## src/rtl/alu_pkg.sv

```systemverilog
// Shared op codes, FSM state encoding and helpers for the multi-cycle execute ALU.
package alu_pkg;

    localparam logic [3:0] ALU_ADD   = 4'd0;
    localparam logic [3:0] ALU_SUB   = 4'd1;
    localparam logic [3:0] ALU_AND   = 4'd2;
    localparam logic [3:0] ALU_OR    = 4'd3;
    localparam logic [3:0] ALU_XOR   = 4'd4;
    localparam logic [3:0] ALU_SLT   = 4'd5;
    localparam logic [3:0] ALU_SLTU  = 4'd6;
    localparam logic [3:0] ALU_SLL   = 4'd7;
    localparam logic [3:0] ALU_SRA   = 4'd8;
    localparam logic [3:0] ALU_SRL   = 4'd9;
    localparam logic [3:0] ALU_COPYB = 4'd10;
    localparam logic [3:0] ALU_MUL   = 4'd11;
    localparam logic [3:0] ALU_MULHU = 4'd12;
    localparam logic [3:0] ALU_DIVU  = 4'd13;
    localparam logic [3:0] ALU_REMU  = 4'd14;
    localparam logic [3:0] ALU_NOP   = 4'd15;

    // Iterator sub-op: bit 1 selects division, bit 0 selects the upper half of the result
    localparam logic [1:0] MD_MUL   = 2'd0;
    localparam logic [1:0] MD_MULHU = 2'd1;
    localparam logic [1:0] MD_DIVU  = 2'd2;
    localparam logic [1:0] MD_REMU  = 2'd3;

    typedef enum logic [1:0] {
        S_IDLE = 2'd0,
        S_BUSY = 2'd1,
        S_DONE = 2'd2
    } state_t;

    function automatic logic is_multicycle(input logic [3:0] op);
        return (op >= ALU_MUL) && (op <= ALU_REMU);
    endfunction

endpackage

```

## src/rtl/alu_muldiv_iter.sv

```systemverilog
// One-bit-per-cycle shift-add multiplier and restoring divider sharing one hi/lo register pair.
module alu_muldiv_iter
    import alu_pkg::*;
#(
    parameter int WIDTH = 32
) (
    input  logic             clk,
    input  logic             rst_n,
    input  logic             kill,
    input  logic             start,
    input  logic [1:0]       op,
    input  logic [WIDTH-1:0] A,
    input  logic [WIDTH-1:0] B,
    output logic             done,
    output logic [WIDTH-1:0] result
);

    localparam int CW = $clog2(WIDTH);

    logic [WIDTH-1:0] hi_r, lo_r, mcand_r;
    logic [CW-1:0]    cnt_r;
    logic             run_r;
    logic [1:0]       op_r;

    logic [WIDTH:0]   mul_sum_s, div_shift_s, div_diff_s;
    logic [WIDTH-1:0] hi_next_s, lo_next_s;

    // Next iteration value; done/result look ahead so the caller can register them on the last edge
    always_comb begin
        mul_sum_s   = {1'b0, hi_r} + (lo_r[0] ? {1'b0, mcand_r} : {(WIDTH+1){1'b0}});
        div_shift_s = {hi_r, lo_r[WIDTH-1]};
        div_diff_s  = div_shift_s - {1'b0, mcand_r};
        hi_next_s   = hi_r;
        lo_next_s   = lo_r;
        if (op_r[1]) begin
            if (!div_diff_s[WIDTH]) begin
                hi_next_s = div_diff_s[WIDTH-1:0];
                lo_next_s = {lo_r[WIDTH-2:0], 1'b1};
            end else begin
                hi_next_s = div_shift_s[WIDTH-1:0];
                lo_next_s = {lo_r[WIDTH-2:0], 1'b0};
            end
        end else begin
            hi_next_s = mul_sum_s[WIDTH:1];
            lo_next_s = {mul_sum_s[0], lo_r[WIDTH-1:1]};
        end
        done = run_r && (cnt_r == CW'(WIDTH-1));
        case (op_r)
            MD_MUL:   result = lo_next_s;
            MD_MULHU: result = hi_next_s;
            MD_DIVU:  result = lo_next_s;
            MD_REMU:  result = hi_next_s;
            default:  result = {WIDTH{1'b0}};
        endcase
    end

    // Operand load on start, then one iteration per cycle until the counter wraps
    always_ff @(posedge clk) begin
        if (!rst_n || kill) begin
            hi_r    <= {WIDTH{1'b0}};
            lo_r    <= {WIDTH{1'b0}};
            mcand_r <= {WIDTH{1'b0}};
            cnt_r   <= {CW{1'b0}};
            run_r   <= 1'b0;
            op_r    <= MD_MUL;
        end else if (start) begin
            hi_r    <= {WIDTH{1'b0}};
            lo_r    <= op[1] ? A : B;
            mcand_r <= op[1] ? B : A;
            cnt_r   <= {CW{1'b0}};
            run_r   <= 1'b1;
            op_r    <= op;
        end else if (run_r) begin
            hi_r  <= hi_next_s;
            lo_r  <= lo_next_s;
            cnt_r <= cnt_r + CW'(1);
            if (done) begin
                run_r <= 1'b0;
            end
        end
    end

endmodule

```

## src/rtl/alu_mc.sv

```systemverilog
// Multi-cycle execute-stage ALU: single-cycle ops complete in one edge, mul/div iterate WIDTH cycles.
module alu_mc
    import alu_pkg::*;
#(
    parameter  int WIDTH = 32,
    localparam int SHW   = $clog2(WIDTH)
) (
    input  logic             clk,
    input  logic             rst_n,
    input  logic             in_valid,
    output logic             in_ready,
    input  logic [WIDTH-1:0] A,
    input  logic [WIDTH-1:0] B,
    input  logic [3:0]       ALUop,
    input  logic             kill,
    output logic             out_valid,
    input  logic             out_ready,
    output logic [WIDTH-1:0] Out,
    output logic             busy
);

    state_t           state_r, state_next_s;
    logic [WIDTH-1:0] out_r, out_next_s, alu_s, md_result_s;
    logic             out_valid_r, in_ready_r, busy_r;
    logic             accept_s, md_start_s, md_done_s;
    logic [1:0]       md_op_s;
    logic [SHW-1:0]   shamt_s;

    assign accept_s  = in_valid & in_ready_r & ~kill;
    assign in_ready  = in_ready_r;
    assign out_valid = out_valid_r;
    assign busy      = busy_r;
    assign Out       = out_r;

    // Single-cycle datapath and iterator sub-op decode
    always_comb begin
        shamt_s = B[SHW-1:0];
        case (ALUop)
            ALU_ADD:   alu_s = A + B;
            ALU_SUB:   alu_s = A - B;
            ALU_AND:   alu_s = A & B;
            ALU_OR:    alu_s = A | B;
            ALU_XOR:   alu_s = A ^ B;
            ALU_SLT:   alu_s = {{(WIDTH-1){1'b0}}, ($signed(A) < $signed(B))};
            ALU_SLTU:  alu_s = {{(WIDTH-1){1'b0}}, (A < B)};
            ALU_SLL:   alu_s = A << shamt_s;
            ALU_SRA:   alu_s = $unsigned($signed(A) >>> shamt_s);
            ALU_SRL:   alu_s = A >> shamt_s;
            ALU_COPYB: alu_s = B;
            ALU_NOP:   alu_s = {WIDTH{1'b0}};
            default:   alu_s = {WIDTH{1'b0}};
        endcase
        case (ALUop)
            ALU_MUL:   md_op_s = MD_MUL;
            ALU_MULHU: md_op_s = MD_MULHU;
            ALU_DIVU:  md_op_s = MD_DIVU;
            ALU_REMU:  md_op_s = MD_REMU;
            default:   md_op_s = MD_MUL;
        endcase
    end

    alu_muldiv_iter #(.WIDTH(WIDTH)) u_iter (
        .clk    (clk),
        .rst_n  (rst_n),
        .kill   (kill),
        .start  (md_start_s),
        .op     (md_op_s),
        .A      (A),
        .B      (B),
        .done   (md_done_s),
        .result (md_result_s)
    );

    // Next state and next result; Out is forced to zero whenever the block leaves DONE
    always_comb begin
        state_next_s = state_r;
        out_next_s   = out_r;
        md_start_s   = 1'b0;
        case (state_r)
            S_IDLE: begin
                if (accept_s) begin
                    if (is_multicycle(ALUop)) begin
                        state_next_s = S_BUSY;
                        md_start_s   = 1'b1;
                    end else begin
                        state_next_s = S_DONE;
                        out_next_s   = alu_s;
                    end
                end else begin
                    state_next_s = S_IDLE;
                end
            end
            S_BUSY: begin
                if (kill) begin
                    state_next_s = S_IDLE;
                    out_next_s   = {WIDTH{1'b0}};
                end else if (md_done_s) begin
                    state_next_s = S_DONE;
                    out_next_s   = md_result_s;
                end else begin
                    state_next_s = S_BUSY;
                end
            end
            S_DONE: begin
                if (kill || out_ready) begin
                    state_next_s = S_IDLE;
                    out_next_s   = {WIDTH{1'b0}};
                end else begin
                    state_next_s = S_DONE;
                end
            end
            default: begin
                state_next_s = S_IDLE;
                out_next_s   = {WIDTH{1'b0}};
            end
        endcase
    end

    // State, result and handshake flags, all registered from the next state
    always_ff @(posedge clk) begin
        if (!rst_n) begin
            state_r     <= S_IDLE;
            out_r       <= {WIDTH{1'b0}};
            out_valid_r <= 1'b0;
            in_ready_r  <= 1'b1;
            busy_r      <= 1'b0;
        end else begin
            state_r     <= state_next_s;
            out_r       <= out_next_s;
            out_valid_r <= (state_next_s == S_DONE);
            in_ready_r  <= (state_next_s == S_IDLE);
            busy_r      <= (state_next_s != S_IDLE);
        end
    end

endmodule

```

## config.mk

```make
export PLATFORM = sky130hd
export DESIGN_NAME = alu_mc
export DESIGN_NICKNAME = d
export VERILOG_FILES = /design/src/rtl/alu_pkg.sv /design/src/rtl/alu_muldiv_iter.sv /design/src/rtl/alu_mc.sv
export SDC_FILE = /design/constraint.sdc
export NUM_CORES = 1
export LEC_CHECK = 0
export CELL_PAD_IN_SITES_DETAIL_PLACEMENT = 0
export CELL_PAD_IN_SITES_GLOBAL_PLACEMENT = 2
export CORE_AREA = 2 2 279 226
export CTS_BUF_LIST = sky130_fd_sc_hd__clkbuf_4
export DETAILED_ROUTE_END_ITERATION = 8
export DIE_AREA = 0 0 281 228
export PLACE_DENSITY_LB_ADDON = 0.1
export SKIP_CTS_REPAIR_TIMING = 1
export SYNTH_ARGS = -nofsm -noshare
export SYNTH_HDL_FRONTEND = slang
export SYNTH_SLANG_ARGS = --single-unit
export TNS_END_PERCENT = 20
```

## constraint.sdc

```tcl
create_clock -name clk -period 4.76 [get_ports clk]
set_input_delay 1.428 -clock clk [delete_from_list [all_inputs] [get_ports clk]]
set_output_delay 1.428 -clock clk [all_outputs]
set_load 0.005 [all_outputs]
```

==> impl_metrics.py <==
metrics = {
    "setup_path": {
        "worst-endpoint-required_ns": 5.28,
        "critPathKind": "in -> reg",
        "rrSetupSlack_ns": 0.43,
        "r2r_cells": 13,
        "slowest_stage": "sky130_fd_sc_hd__clkdlybuf4s50_1",
        "critPathMostFrequentCell": "sky130_fd_sc_hd__buf_4",
        "end_kind": "flip-flop",
        "startpoint_type": "input port",
        "rr_startpoint": "u_iter.lo_r[31]$_SDFFE_PP0P_",
        "timing.critical_path.max_delay_family": "compound AO/OA/AOI/OAI gates",
        "rr_endpoint": "u_iter.hi_r[28]$_SDFFE_PP0P_",
        "worst-endpoint-arrival_ns": 5.13,
        "cpPeakStageDelay_ns": 0.44,
        "worst-path-max-fanout": 6,
        "crit_chain": "clkdlybuf4s50_1 -> buf_4 -> ha_1 -> fa_1 -> a211oi_1 -> o211ai_1 -> buf_4 -> nand4_1 -> a31oi_1 -> buf_4 -> o21a_1 -> nor2_1 -> o22a_1 -> a21oi_1 -> o31ai_1 -> nand3_1",
        "critical_path_buf_inv_count": 4,
        "timing.critical_path.from": "A[0]",
    },
    "clock_tree": {
        "clk-insertion-delay-late_ns": 0.66,
        "cts.htree.levels": 4,
        "clockBufferDepth": 2,
        "cts.sink_count": 141,
        "cts_root_buffer": "sky130_fd_sc_hd__clkbuf_4",
        "cts-buffers-inserted": 17,
        "clock_tree_from_tritoncts": "yes",
        "clkTransAtPathRegs_ns": 0.14,
    },
    "synth": {
        "ys_seq_elements": 141,
        "synth.avg_cell_area_um2": 7.03,
        "ys_types": 94,
        "synth_largest_type_area_fraction_pct": 14.1,
        "postSynth.asyncResetShare_pct": 0,
        "synthMostInstantiatedCell": "sky130_fd_sc_hd__nor2_1",
        "synthesis.area_mm2": 0.0201,
        "synth_edf_count": 0,
        "dominantRegCellSynth": "sky130_fd_sc_hd__dfxtp_1",
        "postSynthCellCount": 2857,
        "synth.top_cells.by_count": "sky130_fd_sc_hd__nor2_1, sky130_fd_sc_hd__nand2_1, sky130_fd_sc_hd__a21oi_1",
        "synth-warning-count": 0,
        "number_of_nets_in_the_synthesized_netlist": 3097,
        "synth.area.top_cells": "sky130_fd_sc_hd__dfxtp_1, sky130_fd_sc_hd__ha_1, sky130_fd_sc_hd__a21oi_1",
        "synth-seq-area-share_pct": 14.1,
        "synth_largest_area_cell": "sky130_fd_sc_hd__dfxtp_1",
    },
    "pwr": {
        "cell_internal_pwr_uw": 2530,
        "vdd_drop_max_uv": 139,
        "power_density_mw_per_mm2": 176,
        "switching_share_pct": 43.6,
        "clockPowerShare_pct": 20.4,
        "power.share.combinational_pct": 51.7,
        "total_switching_power_uw": 1960,
        "p_leak_uw": 0.0106,
        "p_total_uw": 4480,
        "pwr-share-seq_pct": 27.9,
    },
    "sta": {
        "finalWorstSetupSlack_ns": 0.151,
        "report.final.hold_viol_count": 0,
        "slew_violations": 0,
        "finalSetupTns_ns": 0,
        "tightestPinTransition_ns": 1.22,
        "timing.max_slew.rel_slack_pct": 17.7,
        "final.period_utilization_pct": 96.8,
        "worst_clock_skew_ns": 0.0472,
        "fmaxAchievable_mhz": 217,
        "final_number_of_setup_violating_endpoints": 0,
        "rsz_0062_raised_after_global_routing": "false",
        "min_clock_period_post_route_ns": 4.61,
    },
    "global_route": {
        "grt_pass1_wl_um": 165000,
        "first_global_vias": 23700,
        "gr-total-overflow": 0,
        "antenna_found_initial": 2,
        "track_usage_pct": 34.9,
        "grt_start_max_net_pins": 97,
    },
    "floorplan": {
        "core_area_mm2": 0.0617,
        "die_x_um": 281,
        "floorplan.rows": 82,
        "die_area_mm2": 0.0641,
        "design.portCount": 108,
        "floorplan.initialDensity_pct": 32.6,
        "die_height_um": 228,
    },
    "layout": {
        "nNetsFinal": 3480,
        "layout-area-overhead-vs-synth_pct": 26.6,
        "postLayoutCoreUtil_pct": 41.2,
        "final_layout_size_suffix_gt1_share_pct": 19.0,
    },
    "drt": {
        "drt-vias-per-instance": 6.04,
        "drt-wirelength-per-cell_um": 27.8,
        "finalWirelength_um": 114000,
        "route.detailed.drc": 0,
        "drt_first_iter_violations": 2849,
        "route.antenna.remaining_nets": 0,
        "detail_route.first_pass.iterations": 8,
        "detailed_route_via_count": 24700,
    },
    "placed_design": {
        "io_buffer_count": 107,
        "post-place-ws_ns": -0.475,
        "dp.final_hpwl_um": 91800,
        "routabilityCongestion": 1.06,
    },
    "job": {
        "maxcap_viol_count": 0,
    },
    "min_path": {
        "type_of_the_most_critical_hold_path": "reg -> reg",
        "whs_path_depth": 2,
        "worst_hold_startpoint": "Out[7]$_SDFFE_PN0P_",
        "min_delay_worst_endpoint": "Out[7]$_SDFFE_PN0P_",
    },
    "status": {
        "outcome": "finished, final reports clean",
    },
}
## worst min-delay path, cell delays in order (launching register included)
cell and delay [ns]:
sky130_fd_sc_hd__dfxtp_1 0.36, sky130_fd_sc_hd__nand2_1 0.06, sky130_fd_sc_hd__o21ai_1 0.05
## state kept, by name, summed over array words and instances, names as in the netlist
register	flops
u_iter.run_r	1
in_ready	1
out_valid	1
u_iter.op_r	2
state_r	2
busy	1
u_iter.mcand_r	32
u_iter.lo_r	32
u_iter.cnt_r	5
Out	32
u_iter.hi_r	32
## routing by layer
metal	up-vias	global-route usage, %	part of all wire [%]
met5	-	0	0
met3	164	8.20	8.8
met1	12100	50.7	47
met2	1118	50.7	41
li1	11300	-	-
met4	0	10.2	3.3
## power groups by stage
stage / sequential [uW] / combinational (uW) / clock [uW]
floorplan: 1260 / 1110 / 0
global placement: 1270 / 2260 / 0
detailed placement: 1270 / 2250 / 0
CTS: 1250 / 2260 / 928
global route: 1250 / 2450 / 970
finish: 1250 / 2320 / 915
## layout by cell type (no fill, tap or decap), types with 29 or more instances in the layout
cell type                         count
sky130_fd_sc_hd__buf_4              457
sky130_fd_sc_hd__nor2_1             337
sky130_fd_sc_hd__nand2_1            329
sky130_fd_sc_hd__a21oi_1            261
sky130_fd_sc_hd__o21ai_0            175
sky130_fd_sc_hd__ha_1               163
sky130_fd_sc_hd__inv_1              147
sky130_fd_sc_hd__dfxtp_1            139
sky130_fd_sc_hd__clkdlybuf4s50_1    102
sky130_fd_sc_hd__mux2i_1             96
sky130_fd_sc_hd__a211oi_1            65
sky130_fd_sc_hd__a311oi_1            57
sky130_fd_sc_hd__nor3_1              55
sky130_fd_sc_hd__nand3_1             51
sky130_fd_sc_hd__o211ai_1            48
sky130_fd_sc_hd__and2_1              47
sky130_fd_sc_hd__mux4_2              45
sky130_fd_sc_hd__a31oi_1             40
sky130_fd_sc_hd__a21o_1              39
sky130_fd_sc_hd__xnor2_1             34
sky130_fd_sc_hd__nand2b_1            31
sky130_fd_sc_hd__o31ai_1             29
## worst max path at each step
stage	endpoint	slack (ns)	cells past startpoint
after floorplan	Out[14]$_SDFFE_PN0P_	0.06	16
after detailed placement	Out[28]$_SDFFE_PN0P_	-0.47	15
after CTS	Out[28]$_SDFFE_PN0P_	0.24	15
after global routing	Out[21]$_SDFFE_PN0P_	0.06	17
final	Out[22]$_SDFFE_PN0P_	0.15	16
after global placement	Out[28]$_SDFFE_PN0P_	-0.45	15
## cell type report
type	instances	area [um2]
diodes	2	5.00
clock buffers	18	135
clock inverters	14	166
fillers	6472	36200
inverters	150	563
multi-input cells	2351	15900
flip-flops and latches	141	2830
well taps	840	1050
repair buffers	579	4790
## per-stage QoR
| stage | instance area, um2 | hold WS (ns) | std cells |
|---|---|---|---|
| 3_3_place_gp | 25100 | 0.480 | 4061 |
| 3_5_place_dp | 25100 | 0.481 | 4061 |
| 4_1_cts | 25400 | 0.510 | 4093 |
| 5_1_grt | 25400 | 0.517 | 4093 |
| 6_report | 25400 | 0.499 | 4095 |
| 2_1_floorplan | 20100 | 0.444 | 2857 |
## cell families (layout without fill, tap and decap cells)
logic type | Yosys count | in the layout | share of synthesized area, %
multiplexers | 166 | 166 | 11.2
buffers and inverters | 365 | 761 | 7.10
other | 0 | 2 | 0
AND/OR/NAND/NOR | 978 | 978 | 22.0
flip-flops | 141 | 141 | 14.1
XOR/XNOR | 63 | 63 | 2.82
adder cells (fa/ha/maj) | 167 | 167 | 10.6
AO/OA/AOI/OAI | 977 | 977 | 32.3
(Power assumes the default switching activity.)
